`src/rtl/clk_switch_ctrl.sv`:
```
// Glitch-free clock switch sequencer: gate off, settle, move the mux, settle, gate on.
// Optional completed-switch counter is enabled by defining CLK_SWITCH_COUNT_EN.
module clk_switch_ctrl #(
    parameter int SETTLE_CYCLES = 8
) (
    input  logic        aclk,
    input  logic        reset,
    input  logic        req_valid,
    input  logic        req_sel,
    output logic        req_ready,
    output logic        selection,
    output logic        gate_en1,
    output logic        gate_en2,
    output logic        busy,
    output logic        done,
    output logic [15:0] switch_count
);

    localparam int CNT_W = $clog2(SETTLE_CYCLES + 1);
    localparam logic [CNT_W-1:0] CNT_LAST = CNT_W'(SETTLE_CYCLES - 1);

    localparam logic [1:0] IDLE       = 2'd0;
    localparam logic [1:0] GATE_OFF   = 2'd1;
    localparam logic [1:0] MUX_SETTLE = 2'd2;
    localparam logic [1:0] GATE_ON    = 2'd3;

    logic [1:0]       state_q, state_d;
    logic [CNT_W-1:0] cnt_q, cnt_d;
    logic             sel_q, sel_d;
    logic             gate1_q, gate1_d;
    logic             gate2_q, gate2_d;
    logic             busy_q, busy_d;
    logic             done_q, done_d;
    logic             gate_on_now;

    assign req_ready = (state_q == IDLE) && !reset;

    always_comb begin
        state_d     = state_q;
        cnt_d       = cnt_q;
        sel_d       = sel_q;
        gate1_d     = gate1_q;
        gate2_d     = gate2_q;
        busy_d      = busy_q;
        done_d      = 1'b0;
        gate_on_now = 1'b0;

        case (state_q)
            IDLE: begin
                if (req_valid && req_ready) begin
                    if (req_sel == sel_q) begin
                        done_d = 1'b1;
                    end else begin
                        state_d = GATE_OFF;
                        gate1_d = 1'b0;
                        gate2_d = 1'b0;
                        busy_d  = 1'b1;
                        cnt_d   = '0;
                    end
                end
            end
            GATE_OFF: begin
                if (cnt_q == CNT_LAST) begin
                    state_d = MUX_SETTLE;
                    sel_d   = ~sel_q;
                    cnt_d   = '0;
                end else begin
                    cnt_d = cnt_q + 1'b1;
                end
            end
            MUX_SETTLE: begin
                // GATE_ON is taken on the same edge that ends the settle phase
                if (cnt_q == CNT_LAST) begin
                    gate_on_now = 1'b1;
                end else begin
                    cnt_d = cnt_q + 1'b1;
                end
            end
            default: begin
                gate_on_now = 1'b1;
            end
        endcase

        if (gate_on_now) begin
            state_d = IDLE;
            cnt_d   = '0;
            gate1_d = ~sel_q;
            gate2_d = sel_q;
            busy_d  = 1'b0;
            done_d  = 1'b1;
        end
    end

    always_ff @(posedge aclk) begin
        if (reset) begin
            state_q <= IDLE;
            cnt_q   <= '0;
            sel_q   <= 1'b0;
            gate1_q <= 1'b1;
            gate2_q <= 1'b0;
            busy_q  <= 1'b0;
            done_q  <= 1'b0;
        end else begin
            state_q <= state_d;
            cnt_q   <= cnt_d;
            sel_q   <= sel_d;
            gate1_q <= gate1_d;
            gate2_q <= gate2_d;
            busy_q  <= busy_d;
            done_q  <= done_d;
        end
    end

    assign selection = sel_q;
    assign gate_en1  = gate1_q;
    assign gate_en2  = gate2_q;
    assign busy      = busy_q;
    assign done      = done_q;

`ifdef CLK_SWITCH_COUNT_EN
    logic [15:0] count_q;

    always_ff @(posedge aclk) begin
        if (reset) begin
            count_q <= '0;
        end else if (gate_on_now && (count_q != 16'hFFFF)) begin
            count_q <= count_q + 16'd1;
        end
    end

    assign switch_count = count_q;
`else
    assign switch_count = 16'h0000;
`endif

endmodule

```
`config.mk`:
```
export PLATFORM = sky130hd
export DESIGN_NAME = clk_switch_ctrl
export DESIGN_NICKNAME = d
export VERILOG_FILES = /design/src/rtl/clk_switch_ctrl.sv
export SDC_FILE = /design/constraint.sdc
export NUM_CORES = 1
export LEC_CHECK = 0
export CORE_MARGIN = 1
export CORE_UTILIZATION = 48
export CTS_CLUSTER_SIZE = 24
export DETAILED_ROUTE_END_ITERATION = 7
export MAX_ROUTING_LAYER = met4
export PLACE_DENSITY = 0.83
export SYNTH_ARGS = -nofsm -noshare
export SYNTH_HDL_FRONTEND = slang
export SYNTH_SLANG_ARGS = --single-unit
export TNS_END_PERCENT = 20
```
`constraint.sdc`:
```
create_clock -name aclk -period 2.95 [get_ports aclk]
set_input_delay 0.295 -clock aclk [delete_from_list [all_inputs] [get_ports aclk]]
set_output_delay 0.295 -clock aclk [all_outputs]
set_load 0.01 [all_outputs]
```
==> flow_summary.ini, run 1 <==
[routing]
dr.pass1.iters = 4
drtIter0Drc = 20
route.detailed.drc = 0
viasPerCell = 5.37
wl_per_cell_um = 11.8
num_vias = 639
wl_um = 1410
ant_nets = 0

[layout]
fillers = 146
multi_input_comb_area_um2 = 467
mostFrequentLayoutCell = conb_1
final_nets = 114
final_cells = 119
mostFrequentLayoutCells = conb_1 (16), dfxtp_1 (11), a21oi_1 (10)
post_route_cells_drive_above_1_share = 0.0485
num_antenna_cells = 0
syn_to_final_growth_pct = 6.89
seqCellArea_um2 = 220
postLayoutCellArea_um2 = 835

[pwr]
finalPower_uw = 451
p_leak_uw = 0.000345
p_per_area_nw_per_um2 = 541
ir_drop_mv = 0.348

[sta]
finalClockSkew_ns = 0.0105
maxSlewHeadroom = 0.668
setup_viol = 0
worst_pin_slew_ns = 0.494
min_period_ns = 2.08
fin_tns_setup_ns = 0
fmax_ghz = 0.481
finalWorstSetupSlack_ns = 0.871
finalHoldViolCount = 0
final-max-slew-violation-count = 0
finalCritPeriodShare = 0.705
rsz0062_at_grt = false

[worst_setup_path]
cp_cell_sequence = inv_1 -> ha_1 -> nor2b_1 -> clkdlybuf4s50_1
max_stage_delay_ns = 0.56
critPathKind = reg -> out
start_kind = flop
worstPathArrival_ns = 1.78
cp_top_family = buffers and inverters
critPathRequiredTime_ns = 2.65
crit_buf_inv = 2
cp-end-kind = output pin
critPathMaxFanout = 8
cp_slowest_cell = clkdlybuf4s50_1

[synth]
syn_avg_cell_area_um2 = 8.31
synth_warnings = 0
synthSimpleGateAreaFrac = 0.199
syn_inst = 94
synthMuxAreaShare = 0.0128
yosys.area_share.xor_xnor = 0.0224
yosysSeqAreaShare = 0.282
synthAdderAreaFrac = 0.0962
yosysUniqueCellTypes = 34
ys_ff_latch = 11
netlist_area_um2 = 781
synth_compound_area_frac = 0.191
synth_top_family_by_area = simple AND/OR/NAND/NOR gates

[clock_tree]
cts-root-buf = clkbuf_4
clock_latency_ns = 0.27
cts_made_buffers = 3
htree_levels = 1
clock-sinks = 11
cts_resized = 0
path_clk_slew_ns = 0.06
cts_buffer_depth = 2
cts_setup_buffers = 0
cts_hold_buf = 0
cts_tree = done

[floorplanning]
core_area_um2 = 1510
die_h_um = 42.3
ios = 26
die_w_um = 42.3
start_util = 0.518
die-area_um2 = 1790
rows = 14

[global_route]
antenna_found_initial = 0
grt_pass1_wl_um = 2260
grt_pass1_vias = 533
grtUsageTotal = 0.168
overflow = 0
grt_max_degree = 11

[place]
place_ws_ns = 0.855
place_area_um2 = 808
dp_hpwl_um = 1120
finalWeightedCongestion = 0.900
portBuffers = 9
dp_cells = 115

[status]
run_status = complete, no violations

[flow_run]
max_cap_violations = 0

[min_path]
hold_path_class = reg -> reg
## cell usage after synthesis, drive strengths merged
master	n	area share
nand4	2	0.016
nor2	5	0.024
and3b	2	0.022
mux2i	1	0.013
dfxtp	11	0.28
ha	6	0.096
a21oi	10	0.064
o32ai	1	0.011
nand2	4	0.019
conb	1	0.0048
or4	1	0.0096
o31ai	1	0.0096
inv	3	0.014
o21ai	4	0.026
a31oi	2	0.016
a21o	2	0.021
nor2b	1	0.0080
a22o	1	0.011
clkbuf	2	0.0096
nor3	2	0.013
nor4b	1	0.011
and2	1	0.0096
nand3	1	0.0064
xor2	1	0.011
a221oi	1	0.011
xnor2	1	0.011
buf	17	0.17
nand2b	2	0.016
nand3b	2	0.019
o31a	1	0.011
a22oi	1	0.0096
or3	3	0.024
## flip-flops by register name, indices dropped and copies added, names as in the netlist
| name | cells |
|---|---|
| busy | 1 |
| gate_en2 | 1 |
| done | 1 |
| selection | 1 |
| gate_en1 | 1 |
| state_q | 2 |
| cnt_q | 4 |
## layout make-up
type	instances	area share
multi-input cells	76	0.559
flip-flops and latches	11	0.264
repair buffers	9	0.108
clock buffers	4	0.0315
well taps	16	0.0240
inverters	3	0.0135
## cells by family after synthesis
kind of cell	count (synthesis)
AOI/OAI and AO/OA	24
buffers and inverters	22
DFF	11
xor gates and xnor gates	2
other	1
and+or+nand+nor	27
muxes	1
adders and majority gates	6
## per-stage QoR
stage / hold slack [ns] / utilization
after floorplan: 0.467 / -
final: 0.502 / 0.554
after global placement: 0.459 / 0.537
after global routing: 0.507 / 0.554
after detailed placement: 0.472 / 0.537
after CTS: 0.491 / 0.554
## worst paths after layout
| kind | cells after the start | slack, ns | to | from |
|---|---|---|---|---|
| worst max register to register | 6 | 0.94 | cnt_q[3]$_SDFFE_PP0P_ | state_q[0]$_SDFFE_PP0P_ |
| worst min register to register | 2 | 0.50 | busy$_SDFFE_PP0P_ | busy$_SDFFE_PP0P_ |
| worst max-delay path | 4 | 0.87 | req_ready | state_q[0]$_SDFFE_PP0P_ |
| worst min-delay path | 2 | 0.50 | busy$_SDFFE_PP0P_ | busy$_SDFFE_PP0P_ |
## worst reg2reg max path, cell delays in order (launching register included)
cell and delay (ns):
dfxtp_1 0.41, inv_1 0.11, ha_1 0.29, o21ai_0 0.14, or3_1 0.37, or4_1 0.47, a31oi_1 0.16
## layer usage
layer  vias to the layer above  wire length (um)  GRT usage
met3                         4                54     0.0517
met4                         0                19     0.0625
met1                       301               613      0.208
met5                         -                 0          -
li1                        316                 -          -
met2                        18               719      0.255
## where the power goes
part / switching, uW / internal (uW) / total [uW] / leakage [uW]
sequential: 12.3 / 164 / 176 / 0.0000893
clock: 47.0 / 52.2 / 99.3 / 0.0000150
combinational: 104 / 71.9 / 176 / 0.000241
Power figures use the tool's default switching activity.
==> run 2, diff against run 1 <==
CORE_UTILIZATION = 40   (was 48)
PLACE_DENSITY = 0.74   (was 0.83)
clock period = 1.8 ns   (was 2.95 ns; I/O delays follow)
==> flow_summary.ini, run 2 (synthesis gave the netlist of run 1 again) <==
[routing]
viasPerCell = 4.81
wl_per_cell_um = 11.9
route.detailed.drc = 0
num_vias = 692
ant_nets = 0
wl_um = 1720
dr.pass1.iters = 4
drtIter0Drc = 11

[floorplanning]
rows = 15
ios = 26
die_h_um = 46.2
die-area_um2 = 2130
start_util = 0.438
core_area_um2 = 1780
die_w_um = 46.2

[flow_run]
max_cap_violations = 0

[worst_setup_path]
rr_endpoint = cnt_q[3]$_SDFFE_PP0P_
crit_cells = 6
regToRegStartpoint = state_q[1]$_SDFFE_PP0P_
cp_cell_sequence = inv_2 -> buf_4 -> ha_1 -> a22o_1 -> or4_1 -> a31oi_1
cp-end-kind = flop
start_kind = flop
cp_slowest_cell = or4_1
endpoint = cnt_q[3]$_SDFFE_PP0P_
crit_buf_inv = 2
max_stage_delay_ns = 0.50
critPathRequiredTime_ns = 2.00
worstRegToRegCells = 6
critPathLaunch = state_q[1]$_SDFFE_PP0P_
regToRegSetupSlack_ns = 0.04
worstPathArrival_ns = 1.96
critPathKind = reg -> reg
cp_top_family = simple AND/OR/NAND/NOR gates
critPathMaxFanout = 4

[layout]
syn_to_final_growth_pct = 30.3
largest_registers = cnt_q x4, state_q x2
regMostFlops = cnt_q
mostFrequentLayoutCells = conb_1 (16), buf_4 (16), a21oi_1 (9), dfxtp_1 (9), clkdlybuf4s50_1 (8)
fillers = 159
postLayoutCellArea_um2 = 1020
post_route_cells_drive_above_1_share = 0.277
num_antenna_cells = 0
largest_reg_flops = 4
final_nets = 130

[place]
portBuffers = 9
place_area_um2 = 921
finalWeightedCongestion = 0.798
place_ws_ns = -0.0404
dp_hpwl_um = 1250

[sta]
rsz0062_at_grt = true
fmax_ghz = 0.567
finalCritPeriodShare = 0.979
setup_viol = 0
finalClockSkew_ns = 0.00539
hold_ws_ns = 0.504
min_period_ns = 1.76
final-max-slew-violation-count = 0
finalHoldViolCount = 0
finalWorstSetupSlack_ns = 0.0370

[min_path]
hold_path_class = reg -> reg
whs_path_depth = 2

[global_route]
grt_pass1_vias = 601
grt_pass1_wl_um = 2680
grtUsageTotal = 0.182
grt_max_degree = 10
overflow = 0
antenna_found_initial = 0

[clock_tree]
clock_latency_ns = 0.27
htree_levels = 1
cts_tree = done
cts_made_buffers = 3
clock-sinks = 11
cts_buffer_depth = 2
path_clk_slew_ns = 0.08
cts-root-buf = clkbuf_4
cts_hold_buf = 0

[status]
run_status = complete, no violations

[pwr]
p_leak_uw = 0.000425
ir_drop_mv = 0.441
p_per_area_nw_per_um2 = 894
run 2: changes by cell type in the layout (fill, tap and decap cells not counted), moves of 2 or more:
| cell | before | now |
|---|---|---|
| buf_4 | 0 | 16 |
| dfxtp_1 | 11 | 9 |
| ha_1 | 6 | 2 |
| ha_2 | 0 | 2 |
| ha_4 | 0 | 2 |
| inv_1 | 3 | 1 |
| inv_2 | 0 | 2 |
run 2: cell type report:
type                    instances  area (um2)  area share
clock buffers                   4        26.3      0.0258
inverters                       3        11.3      0.0111
multi-input cells              76         514       0.506
flip-flops and latches         11         225       0.221
well taps                      25        31.3      0.0308
repair buffers                 25         209       0.205
run 2: routing by layer:
| metal | vias up | wire length (um) | global-route usage |
|---|---|---|---|
| met5 | - | 0 | - |
| met4 | 0 | 13 | 0.0529 |
| met3 | 4 | 73 | 0.0353 |
| met2 | 22 | 824 | 0.299 |
| met1 | 316 | 804 | 0.224 |
| li1 | 350 | - | - |
run 2: tightest hold or removal path: stages, from the launching register on:
cell and delay [ns]:
dfxtp_1 0.34, a21oi_1 0.04, nor2_1 0.09
run 2: power by group:
group	switching (uW)	internal (uW)
clock	86.0	85.7
combinational	220	221
sequential	22.3	274
run 2: what timing repair did:
action                                  in CTS  in global routing
cloned                                       0                  0
pin swaps                                    0                  3
endpoints found under the setup margin       2                  6
resized for setup                            5                  9
setup buffers                                0                  3
run 2: how the worst min path moves through the flow:
| stage | startpoint | to |
|---|---|---|
| after floorplan | req_valid | done$_SDFF_PP0_ |
| after global placement | busy$_SDFFE_PP0P_ | busy$_SDFFE_PP0P_ |
| after detailed placement | busy$_SDFFE_PP0P_ | busy$_SDFFE_PP0P_ |
| after CTS | busy$_SDFFE_PP0P_ | busy$_SDFFE_PP0P_ |
| after global routing | cnt_q[1]$_SDFFE_PP0P_ | cnt_q[1]$_SDFFE_PP0P_ |
| final | busy$_SDFFE_PP0P_ | busy$_SDFFE_PP0P_ |
run 2: stage by stage:
stage               utilization  cells  setup TNS [ns]  power (uW)
floorplan                     -    109               0         516
global placement          0.516    137               0         656
detailed placement        0.516    137         -0.0404         664
CTS                       0.534    141         -0.0508         839
global route              0.571    144         -0.0107         963
finish                    0.571    144               0         910
==> run 3, diff against run 2 <==
clock period = 1.5 ns   (was 1.8 ns; I/O delays follow)
==> flow_summary.ini, run 3 (synthesis gave the netlist of run 1 again) <==
[sta]
setup_viol = 9
min_period_ns = 1.78
final-max-slew-violation-count = 0
finalClockSkew_ns = 0.00402
finalHoldViolCount = 0
fmax_ghz = 0.560
fin_tns_setup_ns = -1.06
finalWorstSetupSlack_ns = -0.285
finalCritPeriodShare = 1.19
rsz0062_at_grt = true

[routing]
dr.pass1.iters = 4
viasPerCell = 4.94
drtIter0Drc = 15
wl_per_cell_um = 12.5
wl_um = 1960
num_vias = 776
route.detailed.drc = 0
ant_nets = 0

[floorplanning]
die-area_um2 = 2130
core_area_um2 = 1780
die_h_um = 46.2
start_util = 0.438
ios = 26
rows = 15
die_w_um = 46.2

[place]
place_area_um2 = 1030
portBuffers = 9
dp_hpwl_um = 1430
dp_cells = 151
finalWeightedCongestion = 0.845
place_ws_ns = -0.328

[pwr]
p_sw_uw = 386
p_int_uw = 708
p_per_area_nw_per_um2 = 971
sw_frac_of_total = 0.353
p_leak_uw = 0.000494
power.share.clock = 0.188
pwr-share-comb = 0.490
pwr-share-seq = 0.322
ir_drop_mv = 0.729

[layout]
mostFrequentLayoutCells = buf_4 (29), conb_1 (16), a21oi_1 (10)
final_cells = 157
regMostFlops = cnt_q
largest_registers = cnt_q x4, state_q x2
mostFrequentLayoutCell = buf_4
fin_util = 0.632
postLayoutCellArea_um2 = 1130
post_route_cells_drive_above_1_share = 0.364
syn_to_final_growth_pct = 44.2
final_nets = 143
num_antenna_cells = 0
largest_reg_flops = 4

[status]
failed_checks = setup timing
run_status = finished, violations left

[worst_setup_path]
cp_slowest_cell = or4_4
cp-end-kind = flop
worstPathArrival_ns = 1.99
critPathKind = reg -> reg
critPathRequiredTime_ns = 1.70
start_kind = flop
worstRegToRegCells = 6
critPathMaxFanout = 4
max_stage_delay_ns = 0.44
cp_cell_sequence = inv_2 -> ha_4 -> o21ai_1 -> or3_4 -> or4_4 -> a31oi_4

[clock_tree]
cts_buffer_depth = 2
path_clk_slew_ns = 0.07
clock_latency_ns = 0.27
cts_tree = done
cts-root-buf = clkbuf_4
cts_made_buffers = 3
htree_levels = 1
clock-sinks = 11

[global_route]
antenna_found_initial = 0
grtUsageTotal = 0.200
grt_pass1_wl_um = 2920
grt_max_degree = 9
grt_pass1_vias = 716
overflow = 0

[flow_run]
max_cap_violations = 0

[min_path]
hold_path_class = reg -> reg
whs_path_depth = 2
run 3: cell count changes in the layout (fill, tap and decap cells not counted), sizes merged:
cell,previous run,this run
dlygate4sd2,1,0
buf,16,29
clkdlybuf4s15,0,1
run 3: power groups by stage:
stage          logic, uW  clock network [uW]  registers, uW
2_1_floorplan        259                   0            360
3_3_place_gp         477                   0            350
3_5_place_dp         493                   0            352
4_1_cts              520                 210            347
5_1_grt              575                 221            356
6_report             536                 206            352
run 3: final cells by class:
| type | instances | area, um2 |
|---|---|---|
| well taps | 25 | 31.3 |
| clock buffers | 4 | 26.3 |
| inverters | 3 | 11.3 |
| repair buffers | 38 | 308 |
| multi-input cells | 76 | 522 |
| flip-flops and latches | 11 | 228 |
| fillers | 148 | 657 |
run 3: what timing repair did:
item                       CTS  global route
setup endpoints to repair   10            10
buffers inserted             1             1
hold endpoints to repair     0             0
resized for setup            7            10
hold buffers                 0             0
pin swaps                    0             1
run 3: layer usage:
layer  track usage  vias to the layer above  part of all wire
li1              -                      375                 -
met1         0.229                      361              0.41
met2         0.332                       33              0.51
met3        0.0235                        7             0.059
met4         0.112                        0             0.023
met5             -                        -                 0
run 3: worst paths after layout:
path | start | end | slack [ns]
min | busy$_SDFFE_PP0P_ | busy$_SDFFE_PP0P_ | 0.51
max | state_q[1]$_SDFFE_PP0P_ | cnt_q[3]$_SDFFE_PP0P_ | -0.28
max reg2reg | state_q[1]$_SDFFE_PP0P_ | cnt_q[3]$_SDFFE_PP0P_ | -0.28
min reg2reg | busy$_SDFFE_PP0P_ | busy$_SDFFE_PP0P_ | 0.51
run 3: metrics by stage:
step,total power (uW),hold WS (ns)
after floorplan,619,0.327
after global placement,828,0.459
after detailed placement,845,0.490
after CTS,1080,0.508
after global routing,1150,0.539
final,1090,0.508
run 3: critical path: cells and delay by family, from the launching register on:
family	cells	cell delay [ns]
AOI/OAI and AO/OA	2	0.25
adders and majority gates	1	0.26
buffers and inverters	1	0.07
DFF	1	0.36
and+or+nand+nor	2	0.78
